**src/rtl/half2_decim.sv**
```systemverilog
`default_nettype none
// ============================================================================
// Module   : half2_decim
// Purpose  : Two-channel 2:1 half-band decimating FIR, shift/add only.
//            Each channel is filtered with [-1 0 9 16 9 0 -1]/16 (DC gain 2),
//            rounded half up, and the two results share output d, selected
//            by the phase input ab.
// Ports    : clk    - single rising-edge clock
//            rst_n  - synchronous reset, active low
//            a      - channel A sample (signed, DW bits, one per clock)
//            b      - channel B sample (signed, DW bits, one per clock)
//            ab     - phase select: 0 shows channel A, 1 shows channel B
//            d      - registered filtered output (signed, OW bits)
// Config   : HALF2_SAT_EN defined   -> result clamped to the OW-bit range
//            HALF2_SAT_EN undefined -> result wraps to OW bits
// Revision : 1.0  initial release
// ============================================================================
module half2_decim #(
  parameter int DW = 16,
  parameter int OW = 17
) (
  input  logic                 clk,
  input  logic                 rst_n,
  input  logic signed [DW-1:0] a,
  input  logic signed [DW-1:0] b,
  input  logic                 ab,
  output logic signed [OW-1:0] d
);

  localparam int C_NT = 7;       // taps / delay-line depth
  localparam int C_SW = DW + 6;  // accumulator width, holds worst-case sum

  localparam logic signed [C_SW-1:0] C_RND   = C_SW'(8);
  localparam logic signed [C_SW-1:0] C_Y_MAX = C_SW'((1 << (OW-1)) - 1);
  localparam logic signed [C_SW-1:0] C_Y_MIN = C_SW'(-(1 << (OW-1)));

  // Per-channel state, index 0 = A, 1 = B.
  // dl_q[ch][i] holds x[k-i] after the edge that captured x[k].
  logic signed [DW-1:0]   dl_q [2][C_NT];
  logic signed [DW-1:0]   dl_d [2][C_NT];
  // Stage 1: symmetric pair sums and centre tap.
  logic signed [DW:0]     ev_q [2];   // x[k-2] + x[k-4]
  logic signed [DW:0]     ev_d [2];
  logic signed [DW:0]     od_q [2];   // x[k]   + x[k-6]
  logic signed [DW:0]     od_d [2];
  logic signed [DW-1:0]   ct_q [2];   // x[k-3]
  logic signed [DW-1:0]   ct_d [2];
  // Stage 2: full-precision filter sum.
  logic signed [C_SW-1:0] s_q  [2];
  logic signed [C_SW-1:0] s_d  [2];
  // Stage 3: rounded, range-handled, multiplexed output.
  logic signed [OW-1:0]   d_q;
  logic signed [OW-1:0]   d_d;

  logic signed [C_SW-1:0] w_rnd;
  logic signed [C_SW-1:0] w_y;

  always_comb begin
    dl_d[0][0] = a;
    dl_d[1][0] = b;
    for (int ch = 0; ch < 2; ch++) begin
      for (int i = 1; i < C_NT; i++) begin
        dl_d[ch][i] = dl_q[ch][i-1];
      end
      ev_d[ch] = (DW+1)'(dl_q[ch][2]) + (DW+1)'(dl_q[ch][4]);
      od_d[ch] = (DW+1)'(dl_q[ch][0]) + (DW+1)'(dl_q[ch][6]);
      ct_d[ch] = dl_q[ch][3];
      // 9*ev + 16*ct - od, with 9x built as (x<<3)+x.
      s_d[ch]  = (C_SW'(ev_q[ch]) <<< 3) + C_SW'(ev_q[ch])
               + (C_SW'(ct_q[ch]) <<< 4) - C_SW'(od_q[ch]);
    end

    // Select the channel first so a single rounder serves both.
    w_rnd = (ab ? s_q[1] : s_q[0]) + C_RND;
    w_y   = w_rnd >>> 4;

`ifdef HALF2_SAT_EN
    if (w_y > C_Y_MAX) begin
      d_d = OW'(C_Y_MAX);
    end else if (w_y < C_Y_MIN) begin
      d_d = OW'(C_Y_MIN);
    end else begin
      d_d = OW'(w_y);
    end
`else
    d_d = OW'(w_y);
`endif
  end

  always_ff @(posedge clk) begin
    if (!rst_n) begin
      for (int ch = 0; ch < 2; ch++) begin
        for (int i = 0; i < C_NT; i++) begin
          dl_q[ch][i] <= '0;
        end
        ev_q[ch] <= '0;
        od_q[ch] <= '0;
        ct_q[ch] <= '0;
        s_q[ch]  <= '0;
      end
      d_q <= '0;
    end else begin
      for (int ch = 0; ch < 2; ch++) begin
        for (int i = 0; i < C_NT; i++) begin
          dl_q[ch][i] <= dl_d[ch][i];
        end
        ev_q[ch] <= ev_d[ch];
        od_q[ch] <= od_d[ch];
        ct_q[ch] <= ct_d[ch];
        s_q[ch]  <= s_d[ch];
      end
      d_q <= d_d;
    end
  end

  assign d = d_q;

endmodule
`default_nettype wire

```
**config.mk**
```make
export PLATFORM = sky130hd
export DESIGN_NAME = half2_decim
export DESIGN_NICKNAME = d
export VERILOG_FILES = /design/src/rtl/half2_decim.sv
export SDC_FILE = /design/constraint.sdc
export NUM_CORES = 1
export LEC_CHECK = 0
export BUFFER_PORTS_ARGS = -buffer_cell sky130_fd_sc_hd__buf_2
export CORE_AREA = 5 5 189 191
export DETAILED_ROUTE_END_ITERATION = 6
export DIE_AREA = 0 0 194 196
export PLACE_DENSITY = 0.65
export SYNTH_ARGS = -nofsm -noshare
export SYNTH_HDL_FRONTEND = slang
export SYNTH_SLANG_ARGS = --single-unit
```
**constraint.sdc**
```tcl
create_clock -name clk -period 9.17 [get_ports clk]
set_input_delay 0.4585 -clock clk [delete_from_list [all_inputs] [get_ports clk]]
set_output_delay 0.4585 -clock clk [all_outputs]
set_load 0.05 [all_outputs]
```
==> Yosys cells after proc, flatten, opt, wreduce, memory -nomap -nowiden <==
Memory sizes are Yosys's and may differ from the RTL's.
Index checks and enable logic that the tools add are counted.
{ "word_totals": {"register_bits": 17, "ram_bits": 368, "inputBits": 35, "output_inout_bits": 17, "word_cells": 64, "memories": 5} }
{ "mem_list": {"columns": ["name", "words", "width", "read_ports", "rd_ports_with_merged_regs", "write_ports", "line_no", "source"], "rows": [
  ["dl_q", 2, 112, 2, 0, 2, "39", "logic signed [DW-1:0] dl_q [2][C_NT];"],
  ["s_q", 2, 22, 2, 0, 2, "49", "logic signed [C_SW-1:0] s_q [2];"],
  ["ev_q", 2, 17, 2, 0, 2, "42", "logic signed [DW:0] ev_q [2];"],
  ["od_q", 2, 17, 2, 0, 2, "44", "logic signed [DW:0] od_q [2];"],
  ["ct_q", 2, 16, 2, 0, 2, "46", "logic signed [DW-1:0] ct_q [2];"]
]} }
{ "classes": {"add_sub_neg": 11, "n_mux": 25, "bitwise": 22} }
{ "op_table": {"columns": ["operator", "n"], "rows": [
  ["two-way mux 16 bit", 16],
  ["adder 16 x 16 -> 17 bit", 4],
  ["two-way mux 17 bit", 4],
  ["adder 21 x 20 -> 22 bit", 2],
  ["two-way mux 22 bit", 2],
  ["subtractor 22 x 17 -> 22 bit", 2],
  ["adder 20 x 17 -> 21 bit", 2],
  ["OR 1 bit", 22],
  ["adder 21 x 5 -> 21 bit (second input constant)", 1],
  ["two-way mux 21 bit", 1],
  ["two-way mux 1 bit", 2]
]} }

==> Logic depth before layout (Yosys ltp) <==
An unclocked memory read counts as a cell.
{ "depth": {"depth_word": 5, "mapped_depth": 13} }

==> Worst setup path after synthesis <==
OpenSTA, ideal clock, no wires.
{ "synth_path": {"path_kind": "reg2reg", "startpoint": "memory od_q[0][7] (netlist name)", "endpoint": "memory s_q[0][14] (netlist name)", "arrival_ps": 2891, "slack_ps": 6152, "stages_incl_launch_ff": 12, "period_less_slack_ps": 3018, "path_cell_list": "dfxtp_1 > inv_1 > fa_1 > inv_1 > fa_1 > inv_1 > ha_1 > a2111o_1 > o211ai_1 > o21ba_2 > xor2_1 > nor2_1"} }
{ "synth_lines": {"columns": ["item", "line_no"], "rows": [
  ["start: declaration", "44"],
  ["end: declaration", "49"]
]} }

==> results.md <==
* Combinational power share at 14.2%
* Max-cap viol count at 0
* Net Count, Synth at 1,962
* Vias in the first global route at 10,990
* Status: finished clean
* Pins over their slew limit at 0
* Switching pwr at 0.0009471 W
* CTS Buffer Depth at 3
* Tot GR Track Use at between 15 and 20%
* Fillers at just over 3,000
* H-tree depth at 2
* Pwr/cell area at between 150 and 200 nW/um2
* # setup viols final at 0
* Final Cell Area at 18,440 um2
* CP Class: flop to flop
* Final Core Density at a little over half
* Main flop type after synthesis: dfxtp_1
* Cells after synthesis at 1,748
* CTS tree: yes
* Share of cells above drive strength 1 at 7.726%
* P_leak at 8.300 nW
* Synth async-reset ratio at 0%
* Port bufs at 51
* Yosys reg bits at 345
* Register area share after synthesis at a little over two fifths
* Routed Antenna Nets at 0
* Maximum vdd drop at 0.1215 mV
* CTS clock-pin slew for the worst setup and hold paths at 0.06 ns
* CTS root buf: clkbuf_16
* Hold-fix buffers at CTS at 0
* CP startpoint kind: flop
* Sw Ratio at 25.98%
* Die area at 38,020 um2
* Initial antenna violation count at 0
* Nets at between 2,000 and 2,500
* Largest net degree at the start of global routing at 163
* Data arrival, critical path at 3.67 ns
* Via count at ~11,000
* PnR worst setup slack at slightly below 6 ns
* Setup total negative slack at 0 ns
* I/O pin count at 52
* Worst slew pin tran at 0.9817 ns
* Worst path top cell family by delay: adder cells
* Critical Path RT at 9.54 ns
* Final period util at 36.00%
* Sequential share of power at between 40% and 50%
* Post-DR wirelength/cell at 13.79 um
* WL final at about 31,000 um
* Clock share of power at 41.3%
* Die span in x at 194 um
* Rows at slightly below 70
* Cell Chain, Critical Path: inv_1 -> fa_1 -> inv_1 -> fa_1 -> inv_1 -> ha_1 -> a2111o_1 -> o211ai_1 -> o21a_1 -> xor2_1 -> nor2_1
* Syn Std Cell Area at 16,570 um2
* Unrepaired setup endpoints after global routing: false
* Final min period at 3.302 ns
* First-pass GRT wire length at ~53,000 um
* Drt first-iter violations at between 500 and 600
* Fin cells at between 2,000 and 2,500
* # DRC at 0
* Unique masters post-synth at between 70 and 80
* Synth warnings at 0
* CTS buffer count at 38
* Fmax at ~300 MHz
* Most common cell after layout, fill and taps aside: dfxtp_1
* Crit-path most repeated cell: inv_1
* Final hold violation count at 0
* Post-CTS Setup Inserts at 0
* Register area at 6907 um2
* Post-DP HPWL at about 23,000 um
* Placed Instance Area at 17,200 um2
* Avg Cell Area, Syn at 9.480 um2
* Starting Density at 48.81%
* DRT Pass-1 Iters at 5
* Cells after DPL at 2,203
* Worst-path fanout max at 6
* P_int at 0.002698 W
* Chip height at 196 um
* Multi-input combinational cell area at ~8700 um2
* Post_cts resized at 0
* Layout area overhead at 11.29%
* Crit end category: flop
* DP Worst Slack at 5.898 ns
* Clk Latency, worst-skew pair at between 0.5 and 0.6 ns
* Sink Count at approximately 350
* Inserted Diodes at 0
* Slowest CP cell: fa_1
* Setup skew after layout at 0.01879 ns
* Core ar. at approximately 34,000 um2
* Slew margin rel. at between 30% and 40%
* Most frequent cells in the layout: 345 x dfxtp_1, 208 x and2_1, 206 x inv_1
* Post-synth EDFFs at 0
* Worst hold path type: input port to flop
* GPL Wtd Cong at around 0.9
* Vias per cell at between 4 and 5
* Grt ovf at 0
* Crit-path max cell delay at 0.53 ns
* Buf/Inv on CP at 3
-- final timing paths --
kind                                           endpoint              startpoint  slack [ns]  cells past startpoint
worst max register to register    s_q[0][16]$_SDFF_PN0_   od_q[0][7]$_SDFF_PN0_        5.87                     11
worst min-delay path            dl_q[0][103]$_SDFF_PN0_                    a[7]        0.13                      2
worst max-delay path              s_q[0][16]$_SDFF_PN0_   od_q[0][7]$_SDFF_PN0_        5.87                     11
worst min register to register   dl_q[0][78]$_SDFF_PN0_  dl_q[0][94]$_SDFF_PN0_        0.43                      1
-- registers in the layout, indices dropped and copies added, names as in the netlist --
signal and count:
dl_q 224, s_q 36, ev_q 34, od_q 34, d 17
-- worst reg2reg max path, cell delays in order, from the launching register on --
cell and delay (ns):
dfxtp_1 0.32, inv_1 0.06, fa_1 0.53, inv_1 0.06, fa_1 0.52, inv_1 0.04
ha_1 0.37, a2111o_1 0.45, o211ai_1 0.41, o21a_1 0.19, xor2_1 0.15, nor2_1 0.06
-- cells in the mapped netlist (5+ instances only) --
master	count	area, um2
xor2_1	25	219.0
nor4_1	5	31.28
a31oi_1	14	87.58
nand4_1	10	62.56
o31ai_1	9	67.56
inv_1	207	777.0
nor3_1	38	190.2
a211oi_1	20	150.1
mux2i_1	28	280.3
o21ai_1	6	30.03
o21ai_0	42	210.2
a21o_1	24	180.2
or2_2	5	31.28
dfxtp_1	345	6907
clkbuf_1	43	161.4
and2_1	208	1301
o21bai_1	6	45.04
nand2b_1	25	156.4
nand3_1	29	145.1
nor2b_1	18	112.6
and3_1	9	56.30
o211ai_1	6	45.04
ha_1	111	1389
xnor2_1	41	359.1
nand3b_1	8	60.06
fa_1	68	1361
nand2_1	74	277.8
a21oi_1	76	380.4
o31a_1	5	43.79
o21a_1	22	165.2
nor2_1	139	521.8
-- logic make-up (layout without fill, tap and decap cells) --
family,Yosys count,after routing,synth area share [%]
DFF,345,345,41.68
xor gates and xnor gates,66,66,3.488
AOI/OAI and AO/OA,276,276,11.35
buffers and inverters,260,324,6.033
adders and majority gates,179,179,16.60
and+or+nand+nor,589,589,18.82
muxes,33,33,2.031
-- through the flow --
step / hold WS, ns / power (W)
2_1_floorplan: 0.4057 / 0.002059
3_3_place_gp: 0.4136 / 0.002164
3_5_place_dp: 0.4169 / 0.002173
4_1_cts: 0.1000 / 0.003699
5_1_grt: 0.1199 / 0.003826
6_report: 0.1333 / 0.003645
-- power by group through the flow --
stage               clock network, W  logic (W)  registers [W]
floorplan                          0   0.000375        0.00168
global placement                   0   0.000509        0.00166
detailed placement                 0   0.000518        0.00166
CTS                          0.00155   0.000521        0.00162
global route                 0.00161   0.000586        0.00163
finish                       0.00151   0.000517        0.00162
-- routing by layer --
layer	vias to the layer above	track usage, %	share of wire, %
met5	-	0	0
met4	0	4.479	2.2
met3	53	2.765	4.5
met2	197	25.69	43
met1	5237	23.74	50
li1	5830	-	-
-- area by class of cell --
type	count	area share (%)
clock buffers	49	5.821
clock inverters	15	0.9295
inverters	207	4.227
multi-input cells	1143	46.98
flip-flops and latches	345	37.45
well taps	455	3.087
repair buffers	53	1.499
No activity file was read; power rests on OpenSTA's default activity.
